## src/rtl/if_fetch_stage.sv

```systemverilog
// -----------------------------------------------------------------------------
// if_fetch_stage
//
// Instruction-fetch stage. Owns the program counter, presents it directly to
// a 64-word instruction memory, and captures the word the memory returns in
// the same cycle into the IF/ID pipeline register.
//
// Pipeline control (all sampled on the rising edge, highest priority first):
//   rst            - return to the reset state
//   redirect_valid - taken branch/jump: load redirect_pc (word aligned), flush
//                    IF/ID to a bubble, resume fetching. Overrides stall.
//   stall          - freeze PC, IF/ID, FSM state and fetch counter
//   (none)         - RUN: advance; HALT: feed bubbles into IF/ID
//
// Ports:
//   clk, rst            clock, synchronous active-high reset
//   stall               hold request from the hazard unit
//   redirect_valid/_pc  branch/jump redirect from execute
//   imem_instruction    word at imem_pc, combinational from IMEM
//   imem_pc             byte address to IMEM (the PC register itself)
//   if_id_pc/_instruction/_valid   IF/ID pipeline register
//   halted              fetch is stopped (FSM in HALT)
//   fetch_count         valid instructions delivered, saturating at 16'hFFFF
// -----------------------------------------------------------------------------
module if_fetch_stage #(
    parameter logic [7:0]  RESET_PC  = 8'h00,
    parameter logic [31:0] HALT_WORD = 32'h0000_0073,
    parameter logic [31:0] NOP_WORD  = 32'h0000_0013,
    parameter logic [7:0]  LAST_PC   = 8'hFC
) (
    input  logic        clk,
    input  logic        rst,
    input  logic        stall,
    input  logic        redirect_valid,
    input  logic [7:0]  redirect_pc,
    input  logic [31:0] imem_instruction,
    output logic [7:0]  imem_pc,
    output logic [7:0]  if_id_pc,
    output logic [31:0] if_id_instruction,
    output logic        if_id_valid,
    output logic        halted,
    output logic [15:0] fetch_count
);

    typedef enum logic {
        ST_RUN  = 1'b0,
        ST_HALT = 1'b1
    } fetch_state_e;

    fetch_state_e state_q;
    fetch_state_e state_d;

    logic [7:0] pc_q;

    // Fetch stops after delivering either a halt encoding or the last word.
    logic stop_fetch;
    assign stop_fetch = (imem_instruction == HALT_WORD) || (pc_q == LAST_PC);

    // IMEM sees the PC register directly; no extra registered stage.
    assign imem_pc = pc_q;

    // -------------------------------------------------------------------------
    // FSM: state register
    // -------------------------------------------------------------------------
    always_ff @(posedge clk) begin
        if (rst) begin
            state_q <= ST_RUN;
        end else begin
            state_q <= state_d;
        end
    end

    // -------------------------------------------------------------------------
    // FSM: next-state logic
    // -------------------------------------------------------------------------
    always_comb begin
        state_d = state_q;
        if (redirect_valid) begin
            state_d = ST_RUN;
        end else if (!stall) begin
            case (state_q)
                ST_RUN:  state_d = stop_fetch ? ST_HALT : ST_RUN;
                ST_HALT: state_d = ST_HALT;
                default: state_d = ST_RUN;
            endcase
        end
    end

    // -------------------------------------------------------------------------
    // FSM: outputs
    // -------------------------------------------------------------------------
    always_comb begin
        halted = (state_q == ST_HALT);
    end

    // -------------------------------------------------------------------------
    // PC, IF/ID register and fetch counter
    // -------------------------------------------------------------------------
    always_ff @(posedge clk) begin
        if (rst) begin
            pc_q              <= RESET_PC;
            if_id_pc          <= 8'h00;
            if_id_instruction <= NOP_WORD;
            if_id_valid       <= 1'b0;
            fetch_count       <= 16'h0000;
        end else if (redirect_valid) begin
            // Misaligned low address bits are dropped. The word fetched this
            // cycle (even a halt encoding) is discarded; if_id_pc is left as is.
            pc_q              <= redirect_pc & ~8'h03;
            if_id_instruction <= NOP_WORD;
            if_id_valid       <= 1'b0;
        end else if (stall) begin
            pc_q              <= pc_q;
        end else if (state_q == ST_RUN) begin
            if_id_instruction <= imem_instruction;
            if_id_pc          <= pc_q;
            if_id_valid       <= 1'b1;
            if (fetch_count != 16'hFFFF) begin
                fetch_count <= fetch_count + 16'd1;
            end
            // No wrap past the last word: stop_fetch covers LAST_PC.
            if (!stop_fetch) begin
                pc_q <= pc_q + 8'd4;
            end
        end else begin
            // Halted: PC parked, bubbles flow into IF/ID.
            if_id_instruction <= NOP_WORD;
            if_id_valid       <= 1'b0;
        end
    end

endmodule

```

## config.mk

```make
export PLATFORM = sky130hd
export DESIGN_NAME = if_fetch_stage
export DESIGN_NICKNAME = d
export VERILOG_FILES = /design/src/rtl/if_fetch_stage.sv
export SDC_FILE = /design/constraint.sdc
export NUM_CORES = 1
export LEC_CHECK = 0
export ABC_AREA = 0
export BUFFER_PORTS_ARGS = -buffer_cell sky130_fd_sc_hd__buf_2
export CAP_MARGIN = 25
export CORE_MARGIN = 4
export CORE_UTILIZATION = 47
export CTS_CLUSTER_SIZE = 10
export DETAILED_ROUTE_END_ITERATION = 8
export GPL_TIMING_DRIVEN = 0
export PLACE_DENSITY = 0.77
export SLEW_MARGIN = 20
export SYNTH_ARGS = -nofsm -noshare
export SYNTH_HDL_FRONTEND = slang
export SYNTH_SLANG_ARGS = --single-unit
```

## constraint.sdc

```tcl
create_clock -name clk -period 2.4 [get_ports clk]
set_clock_uncertainty 0.1 [all_clocks]
set_input_delay 0.24 -clock clk [delete_from_list [all_inputs] [get_ports clk]]
set_output_delay 0.24 -clock clk [all_outputs]
set_load 0.01 [all_outputs]
```

==> results.py, run 1 <==
metrics = {
    "status": {
        "outcome": "finished clean",
    },
    "hold_path": {
        "whs_path_depth": 3,
        "hold_start": "imem_instruction[1]",
        "whs_endpoint": "if_id_instruction[1]$_SDFFE_PP1N_",
        "hold_class": "in -> reg",
    },
    "drt": {
        "drt-wirelength-per-cell_um": 14.25,
        "drt_wl_total_mm": 6.867,
        "detail-route-antenna-nets": 0,
        "remaining_drc_errors": 0,
        "via_per_inst": 5.247,
        "first_pass_iters": 4,
        "drt_iter0_drc": 83,
        "num_vias": 2529,
    },
    "cts": {
        "clock_sinks": 62,
        "clockBufferDepth": 2,
        "post_cts_buffers": 0,
        "path_clk_slew_ps": 70,
        "cts_resized": 0,
        "cts_tree": "yes",
        "numCtsBuffers": 9,
        "holdBufCountCts": 0,
        "cts-root-buf": "clkbuf_8",
        "clk_latency_ps": 330,
        "h-tree-depth": 3,
    },
    "die": {
        "coreArea_um2": 5270,
        "die_y_um": 82.79,
        "die-area_um2": 6853,
        "io_pins": 110,
        "start_util_pct": 49.88,
        "die_w_um": 82.79,
        "rows": 26,
    },
    "logic_synthesis": {
        "muxShareOfSynthArea_pct": 0.3808,
        "netlist_top_cells_count": "dfxtp_1 (62), nor2_1 (52), a22oi_1 (29)",
        "synth.largest_area_cell": "dfxtp_1",
        "synth-compound-area-share_pct": 14.85,
        "synth_top_family_by_area": "simple AND/OR/NAND/NOR gates",
        "synth-main-ff-cell": "dfxtp_1",
        "syn_avg_cell_area_um2": 9.034,
        "yosysWarnings": 0,
        "yosys.area_share.adder_pct": 0.9519,
        "netlist_area_um2": 2629,
        "synth-edff-count": 0,
        "synth-simple-area-share_pct": 27.03,
        "synth_most_common_cell": "dfxtp_1",
        "ys_seq_area_share_pct": 47.22,
        "syn_inst": 291,
        "yosys-top-cells-area": "dfxtp_1 (47%), a22oi_1 (8.3%), nor2_1 (7.4%), xnor2_1 (4.0%), nand2_1 (3.3%)",
        "ys_ff_latch": 62,
        "synth.distinct_cells": 43,
        "synth_xor_area_share_pct": 4.331,
        "yosysTopAreaCellShare_pct": 47.22,
        "synth-async-reset-ratio_pct": 0,
    },
    "worst_setup_path": {
        "r2r_end": "fetch_count[7]$_SDFFE_PP0P_",
        "crit_cells": 7,
        "slowest_delay_ps": 450,
        "worst-setup-path-type": "reg -> reg",
        "critPathArrivalTime_ps": 2100,
        "worstPathCellList": "ha_1, nand3_1, nor4_4, buf_6, nor3_1, xnor2_1, nor2_1",
        "cp_top_family": "simple AND/OR/NAND/NOR gates",
        "r2r_cells": 7,
        "cp-end-kind": "flip-flop",
        "worst_setup_path_start_kind": "flip-flop",
        "path_buf_inv": 1,
        "crit_fanout": 10,
        "worstPathRequired_ps": 2510,
        "reg2reg_from": "fetch_count[0]$_SDFFE_PP0P_",
        "rrSetupSlack_ps": 410,
        "critPathSlowestCell": "dfxtp_1",
    },
    "flow_run": {
        "max-cap-violations": 0,
    },
    "power_and_ir_drop": {
        "ir_worst_vdd_uv": 517.8,
        "cellLeakagePower_uw": 0.001528,
        "p_per_area_nw_per_um2": 647.2,
        "finalPower_uw": 2225,
    },
    "timing": {
        "hold_viol_final": 0,
        "slew_violations": 0,
        "finalSetupViolCount": 0,
        "fin_crit_sh_pct": 83.06,
        "period_minus_slack_ps": 1993,
        "rsz0062_at_grt": "false",
        "fin_setup_tns_ps": 0,
        "max_freq_mhz": 501.7,
    },
    "global_routing": {
        "antenna_found_initial": 0,
        "track_usage_pct": 21.39,
        "grt-ovfl-total": 0,
        "grt_pass1_vias": 2429,
        "grt_pass1_wl_mm": 11.14,
        "grt_max_degree": 11,
    },
    "placement": {
        "port_buffers": 102,
        "place.gp.congestion": 0.8018,
        "dp_hpwl_mm": 5.151,
    },
    "final_layout": {
        "fin_nets": 453,
        "antenna_cells": 0,
        "area_delta_synth_final_pct": 30.79,
        "n_fill_cell": 474,
        "drive_above_1_share_pct": 33.98,
    },
}
[kinds of logic after synthesis]
group | after synthesis
other cells | 1
simple gates | 130
compound gates | 57
flops | 62
mux | 1
fa+ha+maj | 2
buf+inv | 25
xor+xnor | 13
[flip-flops by register name (all words and copies together), names as in the netlist]
name and count:
if_id_pc 6, halted 1, if_id_instruction 32, if_id_valid 1, imem_pc 6, fetch_count 16
[cells in the final DEF (no fill, tap or decap), types with 10 or more instances in the layout]
cell type	netlist	routed
xnor2_1	12	12
clkbuf_1	11	12
a21oi_1	10	10
a22oi_1	29	29
dfxtp_1	62	62
clkbuf_8	0	11
nand2_1	23	23
nor2_1	52	52
buf_2	2	104
[tightest hold or removal path, delay by kind of cell]
family          cells  cell delay, ps
simple gates        1              60
buf+inv             1              90
compound gates      1              70
[final cells by class]
type	instances	area [µm²]	share of cell area (%)
clock buffer	12	155.1	4.512
sequential	62	1241	36.10
timing repair buffer	102	510.5	14.85
tap	70	87.58	2.547
clock inverter	4	45.04	1.310
inverter	3	11.26	0.3275
multi-input combinational	207	1265	36.79
buffer	22	122.6	3.566
[worst max-delay path by stage]
| stage | start | to | slack [ps] |
|---|---|---|---|
| 3_5_place_dp | imem_instruction[30] | imem_pc[5]$_SDFFE_PP0P_ | 410 |
| 2_1_floorplan | fetch_count[0]$_SDFFE_PP0P_ | fetch_count[7]$_SDFFE_PP0P_ | 580 |
| 3_3_place_gp | fetch_count[0]$_SDFFE_PP0P_ | fetch_count[7]$_SDFFE_PP0P_ | 430 |
| 4_1_cts | fetch_count[0]$_SDFFE_PP0P_ | fetch_count[7]$_SDFFE_PP0P_ | 410 |
| 6_report | fetch_count[0]$_SDFFE_PP0P_ | fetch_count[7]$_SDFFE_PP0P_ | 410 |
| 5_1_grt | fetch_count[0]$_SDFFE_PP0P_ | fetch_count[5]$_SDFFE_PP0P_ | 210 |
[routing by layer]
layer	wire length (µm)	track usage [%]	vias to the layer above	part of all wire, %
met5	0	0	-	0
met4	119	8.824	0	1.7
met3	618	7.775	10	9.0
met2	3226	36.06	82	47
met1	2902	24.45	1163	42
li1	-	-	1274	-
[power breakdown]
part           internal, µW  switching, µW  total (µW)
logic                  95.6            124         220
registers              1060           26.5        1090
clock network           531            388         919
total                  1690            539        2230
[stage by stage]
stage | setup slack, ps | instance area, µm² | cells | util (%) | hold slack (ps)
2_1_floorplan | 582.8 | 2640 | 294 | - | 255.2
3_3_place_gp | 429.1 | 3238 | 466 | 61.44 | 339.7
3_5_place_dp | 413.5 | 3238 | 466 | 61.44 | 345.3
4_1_cts | 414.7 | 3438 | 482 | 65.24 | 32.62
5_1_grt | 209.8 | 3438 | 482 | 65.24 | 59.54
6_report | 406.7 | 3438 | 482 | 65.24 | 41.53
No activity file was read; power rests on OpenSTA's default activity.
==> inputs of run 2 (changes only) <==
--- a/config.mk
+++ b/config.mk
@@ -9,11 +9,11 @@
 export BUFFER_PORTS_ARGS = -buffer_cell sky130_fd_sc_hd__buf_2
 export CAP_MARGIN = 25
 export CORE_MARGIN = 4
-export CORE_UTILIZATION = 47
+export CORE_UTILIZATION = 43
 export CTS_CLUSTER_SIZE = 10
 export DETAILED_ROUTE_END_ITERATION = 8
 export GPL_TIMING_DRIVEN = 0
-export PLACE_DENSITY = 0.77
+export PLACE_DENSITY = 0.74
 export SLEW_MARGIN = 20
 export SYNTH_ARGS = -nofsm -noshare
 export SYNTH_HDL_FRONTEND = slang
==> constraint.sdc (replaced) <==
create_clock -name clk -period 1.63 [get_ports clk]
set_clock_uncertainty 0.1 [all_clocks]
set_input_delay 0.163 -clock clk [delete_from_list [all_inputs] [get_ports clk]]
set_output_delay 0.163 -clock clk [all_outputs]
set_load 0.01 [all_outputs]
==> run 2 against run 1 <==
Against the previous run:
- the flow now finishes with violations (negative setup slack)
- cell count increased by 13%
- via count increased by 14%
- die area increased by 8.4%
- design area increased by 23%
- register-to-register slack got worse by 470 ps
- non-clock buffer count increased by 61
- critical path type unchanged
- critical endpoint is now fetch_count[2]$_SDFFE_PP0P_
- largest power group unchanged
- highest routed layer unchanged
==> results.py, run 2 (same netlist as run 1, synthesis figures left out) <==
metrics = {
    "status": {
        "outcome": "finished with violations",
        "violations": "negative setup slack",
    },
    "drt": {
        "drt-wirelength-per-cell_um": 14.94,
        "num_vias": 2886,
        "first_pass_iters": 6,
        "via_per_inst": 5.276,
        "drt_iter0_drc": 110,
        "detail-route-antenna-nets": 0,
        "remaining_drc_errors": 0,
        "drt_wl_total_mm": 8.172,
    },
    "global_routing": {
        "grt_max_degree": 20,
        "grt-ovfl-total": 0,
        "track_usage_pct": 21.75,
        "antenna_found_initial": 0,
        "grt_pass1_wl_mm": 12.99,
        "grt_pass1_vias": 2900,
    },
    "final_layout": {
        "antenna_cells": 0,
        "area_delta_synth_final_pct": 60.59,
        "final_cell_mix": "buf_2 (103), nor2_1 (50), dfxtp_1 (42), dlygate4sd3_1 (34), buf_4 (30)",
        "final_common_cell": "buf_2",
        "reg.largest.list": "if_id_instruction (32), fetch_count (16)",
        "final_core_util_pct": 71.30,
        "largest_register_ffs": 32,
        "top_register": "if_id_instruction",
        "fin_nets": 514,
        "drive_above_1_share_pct": 44.07,
    },
    "timing": {
        "max-slew-margin-rel_pct": 60.77,
        "tightest_slew_ps": 588.5,
        "finalWorstSetupSlack_ps": -60.86,
        "fin_hold_ws_ps": 11.79,
        "fin_crit_sh_pct": 103.7,
        "hold_viol_final": 0,
        "rsz0062_at_grt": "true",
        "period_minus_slack_ps": 1691,
        "slew_violations": 0,
        "finalSetupViolCount": 11,
        "fin_setup_tns_ps": -331.2,
        "max_freq_mhz": 591.4,
    },
    "cts": {
        "cts_tree": "yes",
        "cts-root-buf": "clkbuf_8",
        "h-tree-depth": 3,
        "clockBufferDepth": 2,
        "clock_sinks": 62,
        "numCtsBuffers": 9,
        "clk_latency_ps": 330,
        "path_clk_slew_ps": 60,
    },
    "power_and_ir_drop": {
        "clockPowerShare_pct": 37.4,
        "p_int_uw": 2380,
        "switching_share_pct": 26.14,
        "p_per_area_nw_per_um2": 763.4,
        "ir_worst_vdd_uv": 489.2,
        "p_switching_uw": 842.5,
        "combPwrFrac_pct": 13.6,
        "seq_power_share_pct": 49.0,
        "cellLeakagePower_uw": 0.001836,
    },
    "worst_setup_path": {
        "worst-setup-path-type": "reg -> reg",
        "critPathArrivalTime_ps": 1780,
        "slowest_delay_ps": 410,
        "critPathSlowestCell": "nor4_4",
        "reg2reg_from": "fetch_count[9]$_SDFFE_PP0P_",
        "worst_setup_path_start_kind": "flip-flop",
        "r2r_cells": 6,
        "cp-end-kind": "flip-flop",
        "rrSetupSlack_ps": -60,
        "crit_fanout": 5,
        "cp_top_family": "simple AND/OR/NAND/NOR gates",
        "worstPathCellList": "nand4_1, nor4_4, buf_6, nor3b_2, xnor2_1, nor2_1",
        "r2r_end": "fetch_count[2]$_SDFFE_PP0P_",
        "worstPathRequired_ps": 1720,
        "path_buf_inv": 1,
    },
    "placement": {
        "port_buffers": 102,
        "place.gp.congestion": 0.7498,
        "dp_hpwl_mm": 5.184,
        "place_ws_ps": -240.2,
    },
    "die": {
        "start_util_pct": 44.40,
        "rows": 28,
        "die-area_um2": 7429,
        "die_w_um": 86.19,
        "die_y_um": 86.19,
        "coreArea_um2": 5921,
        "io_pins": 110,
    },
    "hold_path": {
        "whs_endpoint": "if_id_instruction[8]$_SDFFE_PP0N_",
        "hold_start": "imem_instruction[8]",
        "whs_path_depth": 3,
        "hold_class": "in -> reg",
    },
    "flow_run": {
        "max-cap-violations": 0,
    },
}
==> run 2: changes by cell type in the layout (fill, tap and decap cells not counted), sizes merged <==
cell and change:
buf +28, bufinv -1, clkbuf -2, dlygate4sd3 +34, inv +1
==> run 2: power groups by stage <==
| stage | registers (µW) | clock network, µW | logic, µW |
|---|---|---|---|
| final | 1580 | 1200 | 438 |
| after CTS | 1580 | 1220 | 416 |
| after global routing | 1580 | 1300 | 478 |
| after global placement | 1630 | 0 | 320 |
| after floorplan | 1640 | 0 | 162 |
| after detailed placement | 1630 | 0 | 327 |
==> run 2: how the worst max path moves through the flow <==
| stage | from | depth (start not counted) | slack (ps) | to |
|---|---|---|---|---|
| 3_5_place_dp | imem_instruction[30] | 6 | -240 | imem_pc[6]$_SDFFE_PP0P_ |
| 3_3_place_gp | imem_instruction[30] | 6 | -200 | imem_pc[4]$_SDFFE_PP0P_ |
| 6_report | fetch_count[9]$_SDFFE_PP0P_ | 6 | -60 | fetch_count[2]$_SDFFE_PP0P_ |
| 4_1_cts | halted$_SDFFE_PP0N_ | 6 | -60 | fetch_count[14]$_SDFFE_PP0P_ |
| 5_1_grt | fetch_count[12]$_SDFFE_PP0P_ | 6 | -130 | fetch_count[6]$_SDFFE_PP0P_ |
| 2_1_floorplan | fetch_count[7]$_SDFFE_PP0P_ | 6 | -10 | fetch_count[0]$_SDFFE_PP0P_ |
==> run 2: metrics by stage <==
stage          power [µW]  instances  cell area [µm²]
2_1_floorplan        1806        294             2716
3_3_place_gp         1948        471             3321
3_5_place_dp         1954        471             3321
4_1_cts              3216        537             4025
5_1_grt              3361        547             4222
6_report             3223        547             4222
==> run 2: metal layers <==
| layer | GRT usage, % | vias up | routed length [µm] |
|---|---|---|---|
| met1 | 23.51 | 1374 | 3223 |
| met5 | 0 | - | 0 |
| li1 | - | 1395 | - |
| met2 | 37.98 | 102 | 4102 |
| met4 | 9.632 | 0 | 139 |
| met3 | 7.985 | 15 | 706 |
==> run 2: final cells by class <==
type / count / area, µm²
Fill cell: 459 / 1699
Multi-Input combinational cell: 207 / 1449
Sequential cell: 62 / 1301
Timing Repair Buffer: 164 / 1069
Clock buffer: 11 / 151.4
Buffer: 21 / 125.1
Tap cell: 75 / 93.84
Clock inverter: 4 / 21.27
Inverter: 3 / 11.26
==> run 2: what timing repair did <==
action | CTS | global route
endpoints found under the hold margin | 34 | 0
resized for setup | 17 | 29
setup buffers | 17 | 10
hold buffers | 34 | 0
setup endpoints to repair | 31 | 23
pin swaps | 14 | 20
gates cloned | 1 | 0
==> run 2: worst reg2reg max path, cell delays in order, from the launching register on <==
cell and delay (ps):
dfxtp_4 340, nand4_1 240, nor4_4 410, buf_6 190, nor3b_2 60, xnor2_1 160
nor2_1 60
